$ cat src/rtl/tx_backoff_scheduler_pkg.sv
// Shared xpu definitions for the tx backoff scheduler: FSM states and CW exponent width.
package tx_backoff_scheduler_pkg;

    localparam int unsigned CW_W = 4;

    typedef enum logic [2:0] {
        IDLE        = 3'd0,
        SELECT      = 3'd1,
        BACKOFF     = 3'd2,
        WAIT_RESULT = 3'd3,
        UPDATE      = 3'd4
    } state_t;

endpackage

$ cat src/rtl/tx_backoff_scheduler_prio_enc_onehot.sv
// Combinational highest-set-bit encoder with a valid flag.
module prio_enc_onehot #(
    parameter int unsigned N = 4,
    parameter int unsigned W = 2
) (
    input  logic [N-1:0] req,
    output logic [W-1:0] idx,
    output logic         valid
);

    // Ascending scan: the last (highest) set bit overwrites lower ones.
    always_comb begin
        idx   = '0;
        valid = 1'b0;
        for (int unsigned i = 0; i < N; i++) begin
            if (req[i]) begin
                idx   = W'(i);
                valid = 1'b1;
            end
        end
    end

endmodule

$ cat src/rtl/tx_backoff_scheduler.sv
// Sequences the CSMA/CA backoff engine across transmit queues, tracking per-queue CW and retries.
module tx_backoff_scheduler
    import tx_backoff_scheduler_pkg::*;
#(
    parameter int unsigned NUM_QUEUE      = 4,
    parameter int unsigned QW             = 2,
    parameter logic [15:0] RESULT_TIMEOUT = 16'd40000,
    parameter int unsigned SETTLE_CYCLES  = 2
) (
    input  logic                 clk,
    input  logic                 rstn,
    input  logic [NUM_QUEUE-1:0] queue_pending,
    input  logic [CW_W-1:0]      cw_min_exp,
    input  logic [CW_W-1:0]      cw_max_exp,
    input  logic [3:0]           retry_limit,
    input  logic                 backoff_done,
    input  logic                 tx_end,
    input  logic                 tx_success,
    output logic [CW_W-1:0]      cw_exp,
    output logic                 tx_start,
    output logic [QW-1:0]        tx_queue,
    output logic                 drop_pulse,
    output logic [QW-1:0]        drop_queue,
    output logic                 busy
);

    localparam int unsigned SW = $clog2(SETTLE_CYCLES + 2);

    state_t              state, state_next;
    logic [QW-1:0]       sel;
    logic [SW-1:0]       settle_cnt;
    logic [15:0]         to_cnt;
    logic                result_ok;
    logic [CW_W-1:0]     cw_q    [NUM_QUEUE];
    logic [3:0]          retry_q [NUM_QUEUE];

    logic [QW-1:0]       pend_idx;
    logic                pend_valid;
    logic                settled;
    logic                timed_out;
    logic                grant;
    logic [4:0]          retry_inc;
    logic [CW_W:0]       cw_inc;
    logic [CW_W-1:0]     cw_ceiling;
    logic [CW_W-1:0]     cw_sat;
    logic                drop_now;

    prio_enc_onehot #(
        .N (NUM_QUEUE),
        .W (QW)
    ) u_prio (
        .req   (queue_pending),
        .idx   (pend_idx),
        .valid (pend_valid)
    );

    assign settled   = (settle_cnt == SW'(SETTLE_CYCLES));
    assign timed_out = (to_cnt == RESULT_TIMEOUT - 16'd1);
    assign busy      = (state != IDLE);

    // Failure bookkeeping: 5-bit retry compare, CW ceiling never below cw_min_exp.
    always_comb begin
        retry_inc  = {1'b0, retry_q[sel]} + 5'd1;
        cw_inc     = {1'b0, cw_q[sel]} + 5'd1;
        cw_ceiling = (cw_max_exp < cw_min_exp) ? cw_min_exp : cw_max_exp;
        cw_sat     = (cw_inc > {1'b0, cw_ceiling}) ? cw_ceiling : cw_inc[CW_W-1:0];
        drop_now   = !result_ok && (retry_inc > {1'b0, retry_limit});
    end

    always_ff @(posedge clk) begin
        if (!rstn) state <= IDLE;
        else       state <= state_next;
    end

    always_comb begin
        state_next = state;
        grant      = 1'b0;
        unique case (state)
            IDLE:        if (pend_valid) state_next = SELECT;
            SELECT:      state_next = BACKOFF;
            BACKOFF: begin
                if (!queue_pending[sel]) begin
                    state_next = IDLE;
                end else if (settled && backoff_done) begin
                    grant      = 1'b1;
                    state_next = WAIT_RESULT;
                end
            end
            WAIT_RESULT: if (tx_end || timed_out) state_next = UPDATE;
            UPDATE:      state_next = IDLE;
            default:     state_next = IDLE;
        endcase
    end

    always_ff @(posedge clk) begin
        if (!rstn) begin
            sel        <= '0;
            settle_cnt <= '0;
            to_cnt     <= '0;
            result_ok  <= 1'b0;
            cw_exp     <= '0;
            tx_start   <= 1'b0;
            tx_queue   <= '0;
            drop_pulse <= 1'b0;
            drop_queue <= '0;
            for (int unsigned i = 0; i < NUM_QUEUE; i++) begin
                cw_q[i]    <= '0;
                retry_q[i] <= '0;
            end
        end else begin
            tx_start   <= grant;
            drop_pulse <= 1'b0;
            unique case (state)
                IDLE: if (pend_valid) sel <= pend_idx;
                SELECT: begin
                    settle_cnt <= '0;
                    if (retry_q[sel] == 4'd0) begin
                        cw_exp    <= cw_min_exp;
                        cw_q[sel] <= cw_min_exp;
                    end else begin
                        cw_exp <= cw_q[sel];
                    end
                end
                BACKOFF: begin
                    if (!settled) settle_cnt <= settle_cnt + 1'b1;
                    if (grant) begin
                        tx_queue <= sel;
                        to_cnt   <= '0;
                    end
                end
                WAIT_RESULT: begin
                    // tx_end takes precedence over a simultaneous timeout.
                    if (tx_end)         result_ok <= tx_success;
                    else if (timed_out) result_ok <= 1'b0;
                    else                to_cnt    <= to_cnt + 16'd1;
                end
                UPDATE: begin
                    if (result_ok || drop_now) begin
                        retry_q[sel] <= '0;
                        cw_q[sel]    <= cw_min_exp;
                    end else begin
                        retry_q[sel] <= retry_inc[3:0];
                        cw_q[sel]    <= cw_sat;
                    end
                    if (drop_now) begin
                        drop_pulse <= 1'b1;
                        drop_queue <= sel;
                    end
                end
                default: ;
            endcase
        end
    end

endmodule

$ cat config.mk
export PLATFORM = sky130hd
export DESIGN_NAME = tx_backoff_scheduler
export DESIGN_NICKNAME = d
export VERILOG_FILES = /design/src/rtl/tx_backoff_scheduler_pkg.sv /design/src/rtl/tx_backoff_scheduler_prio_enc_onehot.sv /design/src/rtl/tx_backoff_scheduler.sv
export SDC_FILE = /design/constraint.sdc
export NUM_CORES = 1
export LEC_CHECK = 0
export ABC_AREA = 0
export BUFFER_PORTS_ARGS = -buffer_cell sky130_fd_sc_hd__buf_4
export CORE_UTILIZATION = 43
export DETAILED_ROUTE_END_ITERATION = 6
export PLACE_DENSITY = 0.63
export REMOVE_ABC_BUFFERS = 1
export SLEW_MARGIN = 20
export SYNTH_ARGS = -nofsm -noshare
export SYNTH_HDL_FRONTEND = slang
export SYNTH_SLANG_ARGS = --single-unit
export TNS_END_PERCENT = 30
$ cat constraint.sdc
create_clock -name clk -period 4.5 [get_ports clk]
set_input_delay 0.675 -clock clk [delete_from_list [all_inputs] [get_ports clk]]
set_output_delay 0.675 -clock clk [all_outputs]
set_load 0.01 [all_outputs]
; Word-level counts from Yosys, hierarchy flattened
; Memory sizes are Yosys's and may differ from the RTL's. A register that Yosys moved wholly into a read port is not among the register bits.
; Cells that the tools add are included.
; Widths: inputs -> output; s select.
[totals]
ff_bits = 34
ram_bits = 32
output_inout_bits = 11
n_memories = 2
[memory_table]
columns = name, words, word_bits, read_ports, rd_ports_with_merged_regs, write_ports, line_no
row1 = cw_q, 4, 4, 1, 1, 4, tx_backoff_scheduler.sv:34  ; logic [CW_W-1:0] cw_q [NUM_QUEUE];
row2 = retry_q, 4, 4, 1, 1, 4, tx_backoff_scheduler.sv:35  ; logic [3:0] retry_q [NUM_QUEUE];
[classes]
addsub = 4
order_cmp = 4
eq_ne = 13
mux = 55
bitwise = 3
reduce_logical = 21
[op_table]
columns = cell, n
row1 = $mux 16, 3
row2 = $mux 4, 8
row3 = $pmux 16 s2, 1
row4 = $mux 1, 27
row5 = $mux 2, 9
row6 = $add 16x1->16 const B, 1
row7 = $eq 16x16->1 const B, 1
row8 = $mux 3, 4
row9 = $ne 2x2->1 const B, 6
row10 = $pmux 3 s4, 1
row11 = $reduce_and 2->1, 6
row12 = $add 4x1->5 const B, 2
row13 = $gt 5x4->1, 2
row14 = $reduce_or 4->1, 2
row15 = $eq 3x2->1 const B, 2
row16 = $reduce_bool 2->1, 3
row17 = $logic_not 4->1, 1
row18 = $lt 4x4->1, 1
row19 = $pmux 2 s2, 1
row20 = $reduce_and 4->1, 1
row21 = $eq 3x1->1 const B, 1
row22 = $eq 3x3->1 const B, 1
row23 = $logic_not 3->1, 1
row24 = $lt 2x3->1 const B, 1
row25 = 10 further kinds, 14

; Longest topological paths before layout
; Gate-level depths: netlist (run 1).
[logic_depth]
word_depth = 12
mapped_depth = 13
mapped_depth_nobuf = 13

; Modules after synthesis
; Synthesis (run 1) repeated with hierarchy kept, for this count alone.
[hier_totals]
hier_cells = 395
hier_area_um2 = 3817.4
[modules_own_cells]
columns = module, n_inst, cells_each, area_per_inst_um2, seq_area_each_um2
row1 = tx_backoff_scheduler, 1, 391, 3793.6, 1681.6
row2 = prio_enc_onehot, 1, 4, 23.8, 0.0

; Least setup slack after synthesis (run 1)
; OpenSTA, ideal clock, no wires.
[synth_timing]
kind = input-to-reg
start = input cw_min_exp[1]
end = memory cw_q[1][3], data pin
t_arrival_ns = 2.981
slack_ns = 1.260
cell_stages = 13
cell_sequence = inv_1 ha_1 inv_1 o21ai_0 nand3_1 o21a_1 ha_1 nor2b_1 o21ai_0 a32oi_1 or3_1 a32o_1 nor2b_4
[synth_lines]
columns = item, line_no
row1 = start: declaration, tx_backoff_scheduler.sv:13  ; input logic [CW_W-1:0] cw_min_exp,
row2 = end: declaration, tx_backoff_scheduler.sv:34

==> results.cfg, run 1 <==
[status]
status = finished, final reports clean

[finish]
final_nets = 454
final_common_cell = nor2_1
layout-drive-gt1-share = 0.140
final_cell_mix = 60 x nor2_1, 36 x dfxtp_1, 32 x edfxtp_1, 32 x buf_4, 30 x nand2_1
antennaDiodeCount = 0
area_growth_pct = 13.0
finalNonFillerCells = 526
final_util = 0.511

[clocking]
cts_tree = done
cts.repair.resized = 0
cts_root_buf = clkbuf_8
post-cts-setup-buffer-count = 0
htreeDepth = 3
numCtsBuffers = 9
cts.path.max_buffers = 2
clkSinkCount = 68
cts-hold-fix-buffers = 0
clk_latency_ps = 330
clk_pin_slew_ps = 70

[critical_path]
reg2reg_depth = 10
cpPeakStageDelay_ps = 760
r2r_slack_ps = 630
worst_path_max_delay_cell = mux4_1
end_kind = flop
crit_end = cw_q[2][2]
path_depth = 10
timing.critical_path.buf_inv = 0
cp.required_ps = 4570
crit_chain = mux4_1 > ha_1 > xor2_1 > ha_1 > and2_1 > o21ai_0 > a32o_1 > and2_1 > o31ai_1 > nor2_1
timing.rr.end = cw_q[2][2]
crit_family = compound AO/OA/AOI/OAI gates
cp.arrival_ps = 3940
critPathLaunchType = flop
cp_max_fo = 12
path_class = reg2reg

[timing]
fin_setup_tns_ps = 0
rsz0062_at_grt = false
hold_slack_ps = 502
slew_violations = 0
setup_viol = 0
fmax_mhz = 259
skew_ps = 6.86
post-route-period-util = 0.859
period_needed_ps = 3870
finalHoldViolCount = 0
worst_pin_slew_ps = 752
slew-limit-headroom = 0.493

[global_routing]
grt_usage = 0.200
overflow = 0
antenna_found_initial = 0
grt_pass1_wl_um = 13600
grt_max_degree = 22
grt_pass1_vias = 2714

[yosys]
avgSynthCellArea_um2 = 9.72
syn_inst = 388
synthFlopType = dfxtp_1
synth_enable_flop_cells = 32
synth-seq-area-share = 0.446
ys_types = 57
netlist_area_um2 = 3770
async_flop_share = 0
synth_warnings = 0
synth-seq-cells = 68

[placed_design]
place.gp.congestion = 0.835
io_buffer_count = 31
place_inst = 510
dpl.hpwl_um = 6410

[power_and_ir_drop]
leakagePower_nw = 1.65
peakVddDrop_mv = 0.258
power_density_nw_per_um2 = 432
power.total_w = 0.00184

[die]
die_width_um = 95.7
core-area_um2 = 8340
placementRows = 33
die_h_um = 95.7
die_area_um2 = 9150
start_util = 0.452
ios = 32

[route]
wire_per_inst_um = 16.1
first_pass_iters = 7
first_iter_violations = 192
wl_um = 8480
via_per_inst = 5.66
drc = 0
ant_nets = 0
via_count = 2978

[job]
cap_violations = 0

[min_path]
hp-class = reg2reg
==> synth_stat cells, drive strengths merged (2+ instances only) <==
| cell type | n | area [um^2] |
|---|---|---|
| a32oi | 2 | 17.5 |
| mux2i | 12 | 120 |
| clkbuf | 9 | 33.8 |
| mux4 | 8 | 191 |
| edfxtp | 32 | 961 |
| xnor2 | 15 | 131 |
| and3 | 3 | 18.8 |
| nor3 | 16 | 91.3 |
| a22oi | 2 | 15.0 |
| o31ai | 3 | 22.5 |
| o21ai | 15 | 75.1 |
| and4 | 3 | 26.3 |
| a32o | 5 | 50.1 |
| or3 | 3 | 18.8 |
| a31oi | 6 | 37.5 |
| ha | 17 | 213 |
| dfxtp | 36 | 721 |
| mux2 | 2 | 22.5 |
| nor3b | 4 | 30.0 |
| nor2 | 60 | 225 |
| buf | 6 | 35.0 |
| nand3 | 15 | 85.1 |
| xor2 | 2 | 17.5 |
| nand4 | 3 | 18.8 |
| o21a | 2 | 15.0 |
| nor2b | 8 | 57.6 |
| a211oi | 5 | 37.5 |
| nand2 | 30 | 113 |
| and2 | 8 | 50.1 |
| o22ai | 2 | 12.5 |
| a41oi | 2 | 17.5 |
| a21oi | 11 | 58.8 |
| nand2b | 4 | 25.0 |
| inv | 23 | 86.3 |
==> power by group <==
group	switching [W]	internal [W]	total (W)
clock	0.000216	0.000272	0.000487
combinational	0.000331	0.000254	0.000586
sequential	0.0000718	0.000698	0.000770
total	0.000619	0.00122	0.00184
==> flip-flops by register name, summed over array words and instances (netlist names), 2 cells and up, named ones only <==
| name | flops |
|---|---|
| cw_q | 16 |
| to_cnt | 16 |
| settle_cnt | 2 |
| tx_queue | 2 |
| cw_exp | 4 |
| sel | 2 |
| state | 3 |
| drop_queue | 2 |
| retry_q | 16 |
==> worst min-delay path, cell delays in order (launching register included) <==
cell	delay (ps)
dfxtp_1	310
nor2_1	90
a211oi_1	50
==> metrics by stage <==
step                area (um^2)  setup slack (ps)
floorplan                  3700              1150
global placement           4080               809
detailed placement         4080               671
CTS                        4260               623
global route               4260               322
finish                     4260               634
==> how the worst min path moves through the flow <==
stage / from / endpoint / slack [ps] / depth (start not counted)
6_report: cw_exp[2] / cw_exp[2] / 500 / 2
5_1_grt: cw_exp[0] / cw_exp[0] / 540 / 2
4_1_cts: result_ok / result_ok / 510 / 2
3_5_place_dp: cw_exp[2] / cw_exp[2] / 500 / 2
3_3_place_gp: result_ok / result_ok / 490 / 2
2_1_floorplan: result_ok / result_ok / 470 / 2
==> kinds of logic (layout without fill, tap and decap cells) <==
kind of cell / count (synthesis) / count (layout) / share of synthesized area
adders and majority gates: 17 / 17 / 0.0564
AOI/OAI and AO/OA: 64 / 64 / 0.116
muxes: 22 / 22 / 0.0886
and+or+nand+nor: 162 / 162 / 0.212
DFF: 68 / 68 / 0.446
buffers and inverters: 38 / 71 / 0.0411
xor gates and xnor gates: 17 / 17 / 0.0395
==> area by class of cell <==
type / instances / area [um^2]
timing repair buffer: 32 / 240
clock inverter: 2 / 35.0
tap: 105 / 131
inverter: 23 / 86.3
multi-input combinational: 282 / 1940
clock buffer: 14 / 153
fill: 783 / 4080
sequential: 68 / 1680
==> layer usage <==
| metal | wire length (um) | up-vias | track usage |
|---|---|---|---|
| met2 | 3850 | 77 | 0.307 |
| met5 | 0 | - | 0 |
| met1 | 4090 | 1425 | 0.282 |
| met3 | 400 | 14 | 0.0367 |
| met4 | 139 | 0 | 0.0709 |
| li1 | - | 1462 | - |
Power figures use the tool's default switching activity.
==> inputs of run 2 (changes only) <==
--- a/config.mk
+++ b/config.mk
@@ -9,7 +9,7 @@
 export BUFFER_PORTS_ARGS = -buffer_cell sky130_fd_sc_hd__buf_4
 export CORE_UTILIZATION = 43
 export DETAILED_ROUTE_END_ITERATION = 6
-export PLACE_DENSITY = 0.63
+export PLACE_DENSITY_LB_ADDON = 0.1
 export REMOVE_ABC_BUFFERS = 1
 export SLEW_MARGIN = 20
 export SYNTH_ARGS = -nofsm -noshare
==> run 2 against run 1 <==
  * Worst hold slack improved by 4.1 ps
  * Sequential power about the same
  * Critical path depth unchanged
  * Largest cell class unchanged
  * Design area increased by 0.65%
  * Total power increased by 3.6%
  * Wire length increased by 0.37%
  * Global-route usage increased by 0.31 points
  * Maximum frequency increased by 2.3%
  * Non-clock buffer count unchanged
==> results.cfg, run 2 (synthesis results as in run 1) <==
[critical_path]
cpPeakStageDelay_ps = 760
critPathLaunchType = flop
path_class = reg2reg
end_kind = flop
cp.arrival_ps = 3850
cp.required_ps = 4570
timing.critical_path.buf_inv = 0
worst_path_max_delay_cell = mux4_1
cp_max_fo = 12
crit_family = compound AO/OA/AOI/OAI gates
crit_chain = mux4_1 > ha_1 > xor2_1 > ha_1 > and2_1 > o21ai_0 > a32o_1 > and2_1 > o31ai_1 > nor2_1

[timing]
rsz0062_at_grt = false
worst_pin_slew_ps = 727
finalHoldViolCount = 0
slew-limit-headroom = 0.510
skew_ps = 10.7
fin_setup_tns_ps = 0
post-route-period-util = 0.840
slew_violations = 0
fmax_mhz = 265
setup_ws_ps = 722
period_needed_ps = 3780
setup_viol = 0

[route]
first_iter_violations = 126
via_per_inst = 5.65
via_count = 2973
first_pass_iters = 5
wl_um = 8510
wire_per_inst_um = 16.2
ant_nets = 0
drc = 0

[power_and_ir_drop]
peakVddDrop_mv = 0.208
leakagePower_nw = 1.67
power_density_nw_per_um2 = 445

[global_routing]
grt_pass1_wl_um = 13800
grt_pass1_vias = 2707
grt_usage = 0.203
antenna_found_initial = 0
grt_max_degree = 22
overflow = 0

[die]
ios = 32
die_h_um = 95.7
placementRows = 33
die_width_um = 95.7
core-area_um2 = 8340
die_area_um2 = 9150
start_util = 0.452

[placed_design]
dpl.hpwl_um = 6420
place.gp.congestion = 0.824
io_buffer_count = 31
pre_cts_ws_ps = 713

[finish]
multi_input_area_um2 = 1940
layout-drive-gt1-share = 0.150
antennaDiodeCount = 0
regArea_um2 = 1680
final_common_cell = nor2_1
final_nets = 454
area_growth_pct = 13.7
final_cell_mix = 60 x nor2_1, 36 x dfxtp_1, 32 x edfxtp_1, 32 x buf_4, 30 x nand2_1
reg_top3 = cw_q (16), retry_q (16), to_cnt (16)
n_fill_cell = 799

[clocking]
cts_tree = done
clk_latency_ps = 340
cts.repair.resized = 0
post-cts-setup-buffer-count = 0
cts_root_buf = clkbuf_8
htreeDepth = 3
clkSinkCount = 68
cts.path.max_buffers = 2
numCtsBuffers = 9
clk_pin_slew_ps = 70
cts-hold-fix-buffers = 0

[min_path]
hp-class = reg2reg

[job]
cap_violations = 0

[status]
status = finished, final reports clean
-- run 2: cell types whose count changed in the layout (fill, tap and decap cells not counted) --
cell | before | now
bufinv_16 | 1 | 2
clkbuf_1 | 4 | 0
clkbuf_8 | 10 | 9
clkinv_2 | 1 | 3
clkinv_4 | 0 | 1
clkinvlp_4 | 0 | 1
-- run 2: where the power goes --
group | total [W] | internal, W | switching (W) | leakage [nW]
logic | 0.000591 | 0.000254 | 0.000338 | 0.935
clock network | 0.000548 | 0.000310 | 0.000238 | 0.109
registers | 0.000769 | 0.000698 | 0.0000711 | 0.623
total | 0.00191 | 0.00126 | 0.000647 | 1.67
-- run 2: worst reg2reg max path: stages, from the launching register on --
cell and delay [ps]:
dfxtp_1 680, mux4_1 760, ha_1 280, xor2_1 180, ha_1 290, and2_1 160
o21ai_0 130, a32o_1 260, and2_1 180, o31ai_1 500, nor2_1 100
-- run 2: final cells by class --
cell class | instances | share of cell area
Multi-Input combinational cell | 282 | 0.451
Inverter | 23 | 0.0201
Sequential cell | 68 | 0.392
Tap cell | 105 | 0.0306
Timing Repair Buffer | 32 | 0.0560
Clock buffer | 9 | 0.0289
Clock inverter | 7 | 0.0213
-- run 2: final timing paths --
path         cells past startpoint  slack (ps)      start          to
max                             10         720       flop  cw_q[2][2]
min                              2         510  cw_exp[2]   cw_exp[2]
max reg2reg                     10         720       flop  cw_q[2][2]
min reg2reg                      2         510  cw_exp[2]   cw_exp[2]
-- run 2: per-stage QoR --
stage           util  hold WS [ps]  instances  cell area [um^2]  total power [W]
6_report       0.514           506        526              4290          0.00191
3_5_place_dp   0.489           488        510              4080          0.00137
2_1_floorplan      -           470        373              3700          0.00118
5_1_grt        0.514           519        526              4290          0.00203
4_1_cts        0.514           509        526              4290          0.00192
3_3_place_gp   0.489           478        510              4080          0.00136
-- run 2: per-layer routing --
metal	vias to the layer above	global-route usage	part of all wire
met5	-	0	0
met4	0	0.0771	0.016
met3	13	0.0375	0.051
met2	97	0.296	0.44
met1	1404	0.296	0.50
li1	1459	-	-
==> inputs of run 3 (changes only) <==
==> constraint.sdc (replaced) <==
create_clock -name clk -period 3.6 [get_ports clk]
set_input_delay 0.54 -clock clk [delete_from_list [all_inputs] [get_ports clk]]
set_output_delay 0.54 -clock clk [all_outputs]
set_load 0.01 [all_outputs]
==> run 3 against run 2 <==
  * Combinational power is 33% higher
  * First-iteration DRC count is 41% higher
  * Sequential power is 23% higher
  * Critical path depth stayed put
  * Non-clock buffer count is 5 higher
==> results.cfg, run 3 (synthesis results as in run 1) <==
[status]
status = finished, final reports clean

[power_and_ir_drop]
power_density_nw_per_um2 = 564
p_clk_frac = 0.294
power.total_w = 0.00246
swShare = 0.338
leakagePower_nw = 1.69
combPwrFrac = 0.320
peakVddDrop_mv = 0.231
p_switching_w = 0.000831
p_seq_frac = 0.386
internal-power_w = 0.00163

[timing]
worst_pin_slew_ps = 732
slew-limit-headroom = 0.507
fmax_mhz = 291
post-route-period-util = 0.953
fin_setup_tns_ps = 0
slew_violations = 0
hold_slack_ps = 486
rsz0062_at_grt = false
setup_ws_ps = 168
finalHoldViolCount = 0
skew_ps = 10.5
period_needed_ps = 3430
setup_viol = 0

[finish]
final_cell_mix = 60 x nor2_1, 37 x buf_4, 35 x dfxtp_1
layout-drive-gt1-share = 0.164
area_growth_pct = 15.5
reg_top3 = cw_q (16), retry_q (16), to_cnt (16)
antennaDiodeCount = 0
final_nets = 459
final_common_cell = nor2_1
finalNonFillerCells = 531

[min_path]
hp-class = in2reg
whs_path_depth = 3

[global_routing]
grt_pass1_vias = 2844
grt_max_degree = 22
grt_pass1_wl_um = 13900
antenna_found_initial = 0
overflow = 0
grt_usage = 0.203

[die]
ios = 32
die_h_um = 95.7
die_width_um = 95.7
die_area_um2 = 9150
placementRows = 33
core-area_um2 = 8340
start_util = 0.452

[critical_path]
cp_max_fo = 6
reg2reg_depth = 10
r2r_slack_ps = 170
critPathLaunchType = flop
path_class = reg2reg
end_kind = flop
cp.required_ps = 3700
cp.arrival_ps = 3530

[job]
cap_violations = 0

[route]
via_count = 2966
wl_um = 8580
wire_per_inst_um = 16.2
ant_nets = 0
drc = 0
via_per_inst = 5.59
first_iter_violations = 178
first_pass_iters = 4

[placed_design]
io_buffer_count = 31
place_inst = 515
pre_cts_ws_ps = 130
dpl.hpwl_um = 6490
place.gp.congestion = 0.860

[clocking]
cts_tree = done
clk_latency_ps = 350
clkSinkCount = 68
post-cts-setup-buffer-count = 0
cts.path.max_buffers = 2
cts_root_buf = clkbuf_8
htreeDepth = 3
numCtsBuffers = 9
clk_pin_slew_ps = 80
## run 3: cell types whose count changed in the layout (fill, tap and decap cells not counted)
cell	previous run	this run
buf_4	32	37
clkinv_2	3	0
a32oi_1	2	0
a32oi_2	0	2
clkbuf_1	0	1
clkbuf_8	9	10
clkinv_4	1	2
dfxtp_1	36	35
dfxtp_2	0	1
## run 3: metal layers
layer	vias to the layer above	part of all wire	global-route usage
li1	1467	-	-
met1	1422	0.50	0.277
met2	67	0.46	0.321
met3	10	0.035	0.0399
met4	0	0.011	0.0684
met5	-	0	0
## run 3: final timing paths
| check | from | to |
|---|---|---|
| max | flop | cw_q[1][1] |
| min | tx_end | result_ok |
| max reg2reg | flop | cw_q[1][1] |
| min reg2reg | tx_queue[1] | tx_queue[1] |
## run 3: what timing repair did
action                                  4_1_cts  5_1_grt
endpoints found under the setup margin        0       34
hold buffers                                  0        0
gates resized for setup                       0        3
## run 3: area by class of cell
cell class / count / area (um^2)
clock buffers: 11 / 141
clock inverters: 5 / 85.1
fillers: 810 / 3990
inverters: 23 / 86.3
multi-input cells: 282 / 1950
flip-flops and latches: 68 / 1680
well taps: 105 / 131
repair buffers: 37 / 278
## run 3: power groups by stage
stage	logic, W	registers [W]	clock network (W)
CTS	0.000763	0.000948	0.000731
global placement	0.000752	0.000963	0
finish	0.000785	0.000949	0.000723
global route	0.000872	0.000958	0.000768
floorplan	0.000512	0.000959	0
detailed placement	0.000757	0.000966	0
## run 3: critical path: stages, from the launching register on
cell and delay (ps):
dfxtp_2 420, buf_4 170, mux4_2 560, ha_1 340, ha_1 350, nor2b_1 140, o21ai_0 270, a32oi_2 140
or3_1 390, a32o_1 270, nor2b_1 130
## run 3: through the flow
step                 util  cell area, um^2
floorplan               -             3700
global route        0.522             4360
global placement    0.493             4110
finish              0.522             4360
detailed placement  0.493             4110
CTS                 0.520             4340
